===== src/rtl/hilo_divider.sv =====
// Multi-cycle restoring divider producing quotient in Lo and remainder in Hi.
// Optional HILO_DIV_ZERO_FASTPATH_EN: a zero divisor skips the iterative phase.
module hilo_divider #(
    parameter int WIDTH = 32
) (
    input  logic             i_clk,
    input  logic             i_rst,
    input  logic             i_start,
    input  logic             i_signed,
    input  logic [WIDTH-1:0] i_a,
    input  logic [WIDTH-1:0] i_b,
    output logic [WIDTH-1:0] o_lo,
    output logic [WIDTH-1:0] o_hi,
    output logic             o_busy,
    output logic             o_done,
    output logic             o_div_by_zero
);
    localparam int CW = $clog2(WIDTH + 1);

    typedef enum logic [1:0] {S_IDLE, S_RUN, S_FIX} state_t;

    state_t           r_state, w_next;
    logic [CW-1:0]    r_cnt;
    logic             r_signed, r_neg_a, r_neg_b;
    logic [WIDTH-1:0] r_a, r_quo, r_rem, r_dvs;
    logic [WIDTH-1:0] r_lo, r_hi;
    logic             r_done, r_dbz;
    logic [WIDTH:0]   w_shift, w_diff;
    logic [WIDTH-1:0] w_lo_fin, w_hi_fin;
    logic             w_accept, w_b_zero, w_dvs_zero;

    function automatic logic [WIDTH-1:0] magnitude(input logic [WIDTH-1:0] v, input logic s);
        return (s && v[WIDTH-1]) ? -v : v;
    endfunction

    assign w_accept   = (r_state == S_IDLE) && i_start;
    assign w_b_zero   = (i_b == '0);
    assign w_dvs_zero = (r_dvs == '0);

    // Trial subtraction of the divisor from the shifted partial remainder
    assign w_shift = {r_rem, r_quo[WIDTH-1]};
    assign w_diff  = w_shift - {1'b0, r_dvs};

    always_comb begin
        w_lo_fin = (r_signed && (r_neg_a != r_neg_b)) ? -r_quo : r_quo;
        w_hi_fin = (r_signed && r_neg_a) ? -r_rem : r_rem;
        if (w_dvs_zero) begin
            w_lo_fin = '1;
            w_hi_fin = r_a;
        end
    end

    always_comb begin
        w_next = r_state;
        case (r_state)
            S_IDLE: begin
                if (i_start) begin
`ifdef HILO_DIV_ZERO_FASTPATH_EN
                    w_next = w_b_zero ? S_FIX : S_RUN;
`else
                    w_next = S_RUN;
`endif
                end
            end
            S_RUN:   if (r_cnt == CW'(1)) w_next = S_FIX;
            S_FIX:   w_next = S_IDLE;
            default: w_next = S_IDLE;
        endcase
    end

    always_ff @(posedge i_clk or posedge i_rst) begin
        if (i_rst) begin
            r_state <= S_IDLE;
        end else begin
            r_state <= w_next;
        end
    end

    // Control and architectural result registers
    always_ff @(posedge i_clk or posedge i_rst) begin
        if (i_rst) begin
            r_cnt  <= '0;
            r_lo   <= '0;
            r_hi   <= '0;
            r_done <= 1'b0;
            r_dbz  <= 1'b0;
        end else begin
            r_done <= 1'b0;
            if (w_accept) begin
                r_cnt <= CW'(WIDTH);
                r_dbz <= 1'b0;
            end else if (r_state == S_RUN) begin
                r_cnt <= r_cnt - CW'(1);
            end else if (r_state == S_FIX) begin
                r_cnt  <= '0;
                r_lo   <= w_lo_fin;
                r_hi   <= w_hi_fin;
                r_done <= 1'b1;
                r_dbz  <= w_dvs_zero;
            end
        end
    end

    // Operand latch and iterative datapath; contents are don't-care outside an operation
    always_ff @(posedge i_clk) begin
        if (w_accept) begin
            r_signed <= i_signed;
            r_neg_a  <= i_signed & i_a[WIDTH-1];
            r_neg_b  <= i_signed & i_b[WIDTH-1];
            r_a      <= i_a;
            r_quo    <= magnitude(i_a, i_signed);
            r_dvs    <= magnitude(i_b, i_signed);
            r_rem    <= '0;
        end else if (r_state == S_RUN) begin
            r_quo <= {r_quo[WIDTH-2:0], ~w_diff[WIDTH]};
            r_rem <= w_diff[WIDTH] ? w_shift[WIDTH-1:0] : w_diff[WIDTH-1:0];
        end
    end

    assign o_lo          = r_lo;
    assign o_hi          = r_hi;
    assign o_busy        = (r_state != S_IDLE);
    assign o_done        = r_done;
    assign o_div_by_zero = r_dbz;

    logic w_unused;
    assign w_unused = w_b_zero;
endmodule


===== config.mk =====
export PLATFORM = sky130hd
export DESIGN_NAME = hilo_divider
export DESIGN_NICKNAME = d
export VERILOG_FILES = /design/src/rtl/hilo_divider.sv
export SDC_FILE = /design/constraint.sdc
export NUM_CORES = 1
export LEC_CHECK = 0
export CAP_MARGIN = 10
export CELL_PAD_IN_SITES_DETAIL_PLACEMENT = 1
export CELL_PAD_IN_SITES_GLOBAL_PLACEMENT = 1
export CORE_MARGIN = 1
export CORE_UTILIZATION = 47
export DETAILED_ROUTE_END_ITERATION = 8
export PLACE_DENSITY = 0.83
export SLEW_MARGIN = 20
export SYNTH_ARGS = -nofsm -noshare
export SYNTH_HDL_FRONTEND = slang
export SYNTH_SLANG_ARGS = --single-unit

===== constraint.sdc =====
create_clock -name i_clk -period 10.4 [get_ports i_clk]
set_input_delay 2.6 -clock i_clk [delete_from_list [all_inputs] [get_ports i_clk]]
set_output_delay 2.6 -clock i_clk [all_outputs]
set_load 0.02 [all_outputs]

### Word-level counts from Yosys, hierarchy flattened

Index checks and enable logic that the tools add are counted.
W data, S select, Z words.

| word-level totals | value |
|---|---|
| register bits | 205 |
| bits of input ports | 68 |
| output and inout port bits | 67 |

| operators by class | value |
|---|---|
| add/subtract/negate cells | 6 |
| equal/unequal tests | 7 |
| muxes and demuxes | 21 |
| bitwise gates (word level) | 5 |
| reductions and logical operators | 14 |

Operators by type and width:

| kind | number |
|---|---|
| $mux W32 | 9 |
| $neg A32 Y32 | 4 |
| $sub A33 B32 Y33 | 1 |
| $logic_not A32 Y1 | 1 |
| $mux W6 | 3 |
| $eq A6 B1 Y1 const B | 1 |
| $mux W1 | 6 |
| $ne A2 B2 Y1 const B | 3 |
| $reduce_bool A2 Y1 | 3 |
| $sub A6 B1 Y6 const B | 1 |
| $logic_and A1 B1 Y1 | 5 |
| $mux W2 | 2 |
| $pmux W2 S2 | 1 |
| $reduce_and A2 Y1 | 2 |
| $not A1 Y1 | 3 |
| $reduce_and A3 Y1 | 1 |
| $reduce_bool A3 Y1 | 1 |
| $and A1 B1 Y1 | 2 |
| $eq A2 B1 Y1 const B | 1 |
| $eq A2 B2 Y1 const B | 1 |
| $logic_not A2 Y1 | 1 |
| $ne A1 B1 Y1 | 1 |

### Depth between registers and ports, before layout

| logic depth | value |
|---|---|
| word-level depth | 4 |
| mapped depth | 14 |
| depth with buffers taken out | 12 |

### Least setup slack after synthesis

OpenSTA, ideal clock, no wires.

| timing path | value |
|---|---|
| path kind | input port to flip-flop |
| start | input i_start |
| end | register r_quo[22], data pin |
| arrival time | 5.283 ns |
| required time | 10.033 ns |
| slack | 4.750 ns |
| cell stages on the path | 5 |
| buffers on the path | 2 |
| cell sequence | inv_1 -> nor2_1 -> clkbuf_1 -> clkbuf_1 -> a21oi_1 |

| between the ends | value |
|---|---|
| word-level cells in the longest chain between the ends | 2 |

Ends and longest elaborated chain:

| element | line | text |
|---|---|---|
| from (decl) | 8 | `input logic i_start,` |
| $logic_and A1 B1 Y1 | 36 | `assign w_accept = (r_state == S_IDLE) && i_start;` |
| net w_accept | 30 | `logic w_accept, w_b_zero, w_dvs_zero;` |
| $mux W32 | 106 | `if (w_accept) begin` |
| to (signal assigned) | 111 | `r_quo <= magnitude(i_a, i_signed);` |
| to (signal assigned) | 115 | `r_quo <= {r_quo[WIDTH-2:0], ~w_diff[WIDTH]};` |
| to (decl) | 25 | `logic [WIDTH-1:0] r_a, r_quo, r_rem, r_dvs;` |

The timed path passes the listed nets, and every way through them passes these cells.
A chain may end at the register's enable or synchronous reset.

### Final worst setup path

| timing path | value |
|---|---|
| start | input i_a[2] |
| end | register r_quo[29], data pin |

| between the ends | value |
|---|---|
| word-level cells in the longest chain between the ends | 3 |

Ends and longest elaborated chain:

| element | line | text |
|---|---|---|
| from (decl) | 10 | `input logic [WIDTH-1:0] i_a,` |
| $neg A32 Y32 | 33 | `return (s && v[WIDTH-1]) ? -v : v;` |
| $mux W32 | 33 |  |
| $mux W32 | 106 |  |

No other way between the ends.

==> flow_metrics.tcl <==
set metrics [dict create \
    cts_sinks 205 \
    pwr-share-clk_pct 19.1 \
    gp_congestion 0.849 \
    cts_setup_buffers 0 \
    grt_pass1_vias 11400 \
    leakagePower_uw 0.00571 \
    fp.dieH_um 164 \
    p_seq_share_pct 33.6 \
    crit_type "primary input to flip-flop" \
    synth_cell_types 67 \
    grt-ovfl-total 0 \
    status "complete, no violations" \
    tightest_slew_ns 1.06 \
    seq_area_frac_synth_pct 44.5 \
    hold_path_end "o_hi[14]" \
    cts_made_buffers 25 \
    drt_wl_total_um 38100 \
    synth_xor_area_share_pct 9.48 \
    final_nets 1576 \
    reg2reg_slack_ns 6.41 \
    synth.net_count 1472 \
    power.switching_uw 1930 \
    r2r-end "r_rem[16]" \
    final_max_slew_viol_count 0 \
    synth-compound-area-share_pct 19.8 \
    relSlewSlack_pct 28.9 \
    finalCritPeriodShare_pct 51.3 \
    hold_path.class "flip-flop to flip-flop" \
    drive_above_1_share_pct 5.44 \
    hold_depth 2 \
    grt_pass1_wl_um 60500 \
    swShare_pct 43.1 \
    ys_warn_count 0 \
    coreArea_um2 25400 \
    worst-endpoint-required_ns 10.65 \
    vias 10900 \
    rr_worst_depth 12 \
    synth_edf_count 99 \
    start_util_pct 48.4 \
    drc_errors 0 \
    cts_root_buf "clkbuf_16" \
    reg2reg_from "r_quo[31]" \
    cp-start-kind "primary input" \
    yosys.area_share.simple_pct 17.6 \
    skew_ns 0.0212 \
    max_cap_viol_count 0 \
    period_needed_ns 5.34 \
    worstPathArrival_ns 5.59 \
    cts.clk_slew.worst_paths_ns 0.06 \
    grt_max_degree 101 \
    intPower_uw 2550 \
    muxShareOfSynthArea_pct 0.611 \
    ys.flop_type "edfxtp_1" \
    hp-start "o_hi[14]" \
    fin_setup_tns_ns 0 \
    rsz0062_at_grt "no" \
    clock.fmax_mhz 187 \
    die_w_um 164 \
    synth_fa_ha_area_share_pct 4.03 \
    async_flop_share_pct 36.1 \
    syn_inst 1365 \
    io_buffers 134 \
    cts_resized 0 \
    finalHoldViolCount 0 \
    crit_path_end_kind "flip-flop" \
    drt.antenna.violating_nets 0 \
    setup_viol 0 \
    num_rows 58 \
    synth_area_per_cell_um2 9.00 \
    peakVddDrop_v 0.000160 \
    synth_top_family_by_area "compound AO/OA/AOI/OAI gates" \
    cp_max_fo 6 \
    p_comb_share_pct 47.3 \
    antenna_found_initial 0 \
    areaGrowthSynthToFinish_pct 19.9 \
    drt-vias-per-instance 6.02 \
    insertion_delay_ns 0.52 \
    cts_tree "built" \
    drt-wirelength-per-cell_um 21.0 \
    holdBufCountCts 0 \
    dp_hpwl_um 27300 \
    clock_path_buffers 3 \
    nFillCells 2943 \
    pin_count 135 \
    die_area_um2 26800 \
    post-route-util_pct 58.0 \
    cts_max_level 1 \
    grt_usage_pct 28.6 \
    first_pass_iters 5 \
    ys_ff_latch 205 \
    netlist_area_um2 12300 \
    insertedDiodeCount 0 \
    drt_iter0_drc 803 \
    p_per_area_nw_per_um2 304 \
]
==> layer usage <==
| metal | vias to the layer above | track usage [%] | wire length, um | part of all wire (%) |
|---|---|---|---|---|
| li1 | 5142 | - | - | - |
| met1 | 5429 | 36.6 | 16200 | 43 |
| met2 | 299 | 50.3 | 19200 | 50 |
| met3 | 72 | 3.25 | 1610 | 4.2 |
| met4 | 0 | 8.46 | 1080 | 2.8 |
| met5 | - | 0 | 0 | 0 |
==> cells by family (layout without fill, tap and decap cells) <==
| family | after synthesis | after routing |
|---|---|---|
| xor+xnor | 133 | 133 |
| buf+inv | 128 | 251 |
| compound gates | 395 | 395 |
| mux | 6 | 6 |
| simple gates | 459 | 459 |
| flops | 205 | 205 |
| fa+ha+maj | 39 | 39 |
==> cell usage in the layout, fill, tap and decap left out, types with 27 or more instances in the layout <==
cell             count
clkbuf_16           27
dfxtp_1             32
inv_1               59
a21oi_1            177
clkdlybuf4s50_1    134
nand2_1            117
nor3_1              37
o21ai_0             85
xor2_1              64
xnor2_1             69
ha_1                38
edfxtp_1            99
dfrtp_1             74
nor2_1             159
==> power groups by stage <==
stage | clock network (uW) | registers (uW) | logic (uW)
floorplan | 0 | 1490 | 1390
global placement | 0 | 1500 | 1980
detailed placement | 0 | 1510 | 2070
CTS | 869 | 1500 | 2100
global route | 893 | 1540 | 2320
finish | 853 | 1500 | 2120
==> worst max-delay path: stages <==
cell	delay [ns]
clkdlybuf4s50_1	0.54
nor4_1	0.43
nand3_1	0.26
nor4_2	0.54
nand2_1	0.24
or2_2	0.35
o41ai_1	0.33
xor2_1	0.20
a21oi_1	0.08
==> cell type report <==
type / instances / area, um^2 / share of cell area, %
Tap cell: 330 / 413 / 2.80
Inverter: 61 / 229 / 1.56
Clock buffer: 37 / 763 / 5.18
Sequential cell: 205 / 5470 / 37.1
Timing Repair Buffer: 144 / 1440 / 9.78
Multi-Input combinational cell: 1032 / 6360 / 43.2
Clock inverter: 9 / 52.6 / 0.357
==> worst max-delay path by stage <==
stage,startpoint,endpoint
floorplan,i_start,r_quo[22]
global placement,i_a[6],r_quo[29]
detailed placement,i_a[6],r_quo[29]
CTS,i_a[6],r_quo[29]
global route,i_b[2],r_dvs[30]
finish,i_a[2],r_quo[29]
==> sequential cells by signal (all words and copies together) (netlist names) <==
signal         cells
o_hi              32
o_lo              32
r_a               32
r_dvs             32
r_quo             32
r_rem             32
r_cnt              6
r_state            2
o_div_by_zero      1
o_done             1
r_neg_a            1
r_neg_b            1
r_signed           1
==> cell usage after synthesis (all sizes together), types with 9 or more instances <==
| master | count | area, um^2 |
|---|---|---|
| a21oi | 180 | 908 |
| nor2 | 164 | 618 |
| nand2 | 117 | 439 |
| edfxtp | 99 | 2970 |
| o21ai | 89 | 460 |
| dfrtp | 74 | 1850 |
| xnor2 | 69 | 604 |
| xor2 | 64 | 561 |
| inv | 61 | 229 |
| clkbuf | 52 | 195 |
| ha | 38 | 475 |
| nor3 | 37 | 185 |
| dfxtp | 32 | 641 |
| nor4 | 27 | 188 |
| nand3 | 24 | 120 |
| o211ai | 18 | 135 |
| nand4 | 17 | 106 |
| o31ai | 17 | 141 |
| o41ai | 17 | 156 |
| a221o | 15 | 150 |
| buf | 15 | 67.6 |
| or3 | 13 | 81.3 |
| a21o | 11 | 82.6 |
| or4 | 11 | 86.3 |
| nand2b | 10 | 62.6 |
| a211oi | 9 | 67.6 |
| and2 | 9 | 56.3 |
==> stage by stage <==
stage | hold WS, ns | cells | total power [uW] | instance area [um^2] | setup WS, ns
floorplan | 0.450 | 1365 | 2870 | 12300 | 4.75
CTS | 0.480 | 1817 | 4470 | 14700 | 5.11
finish | 0.478 | 1818 | 4470 | 14700 | 5.06
detailed placement | 0.471 | 1771 | 3580 | 13900 | 4.62
global placement | 0.461 | 1771 | 3480 | 13900 | 4.78
global route | 0.510 | 1818 | 4750 | 14700 | 4.94
Note: power is estimated with default switching activity, not from simulation.
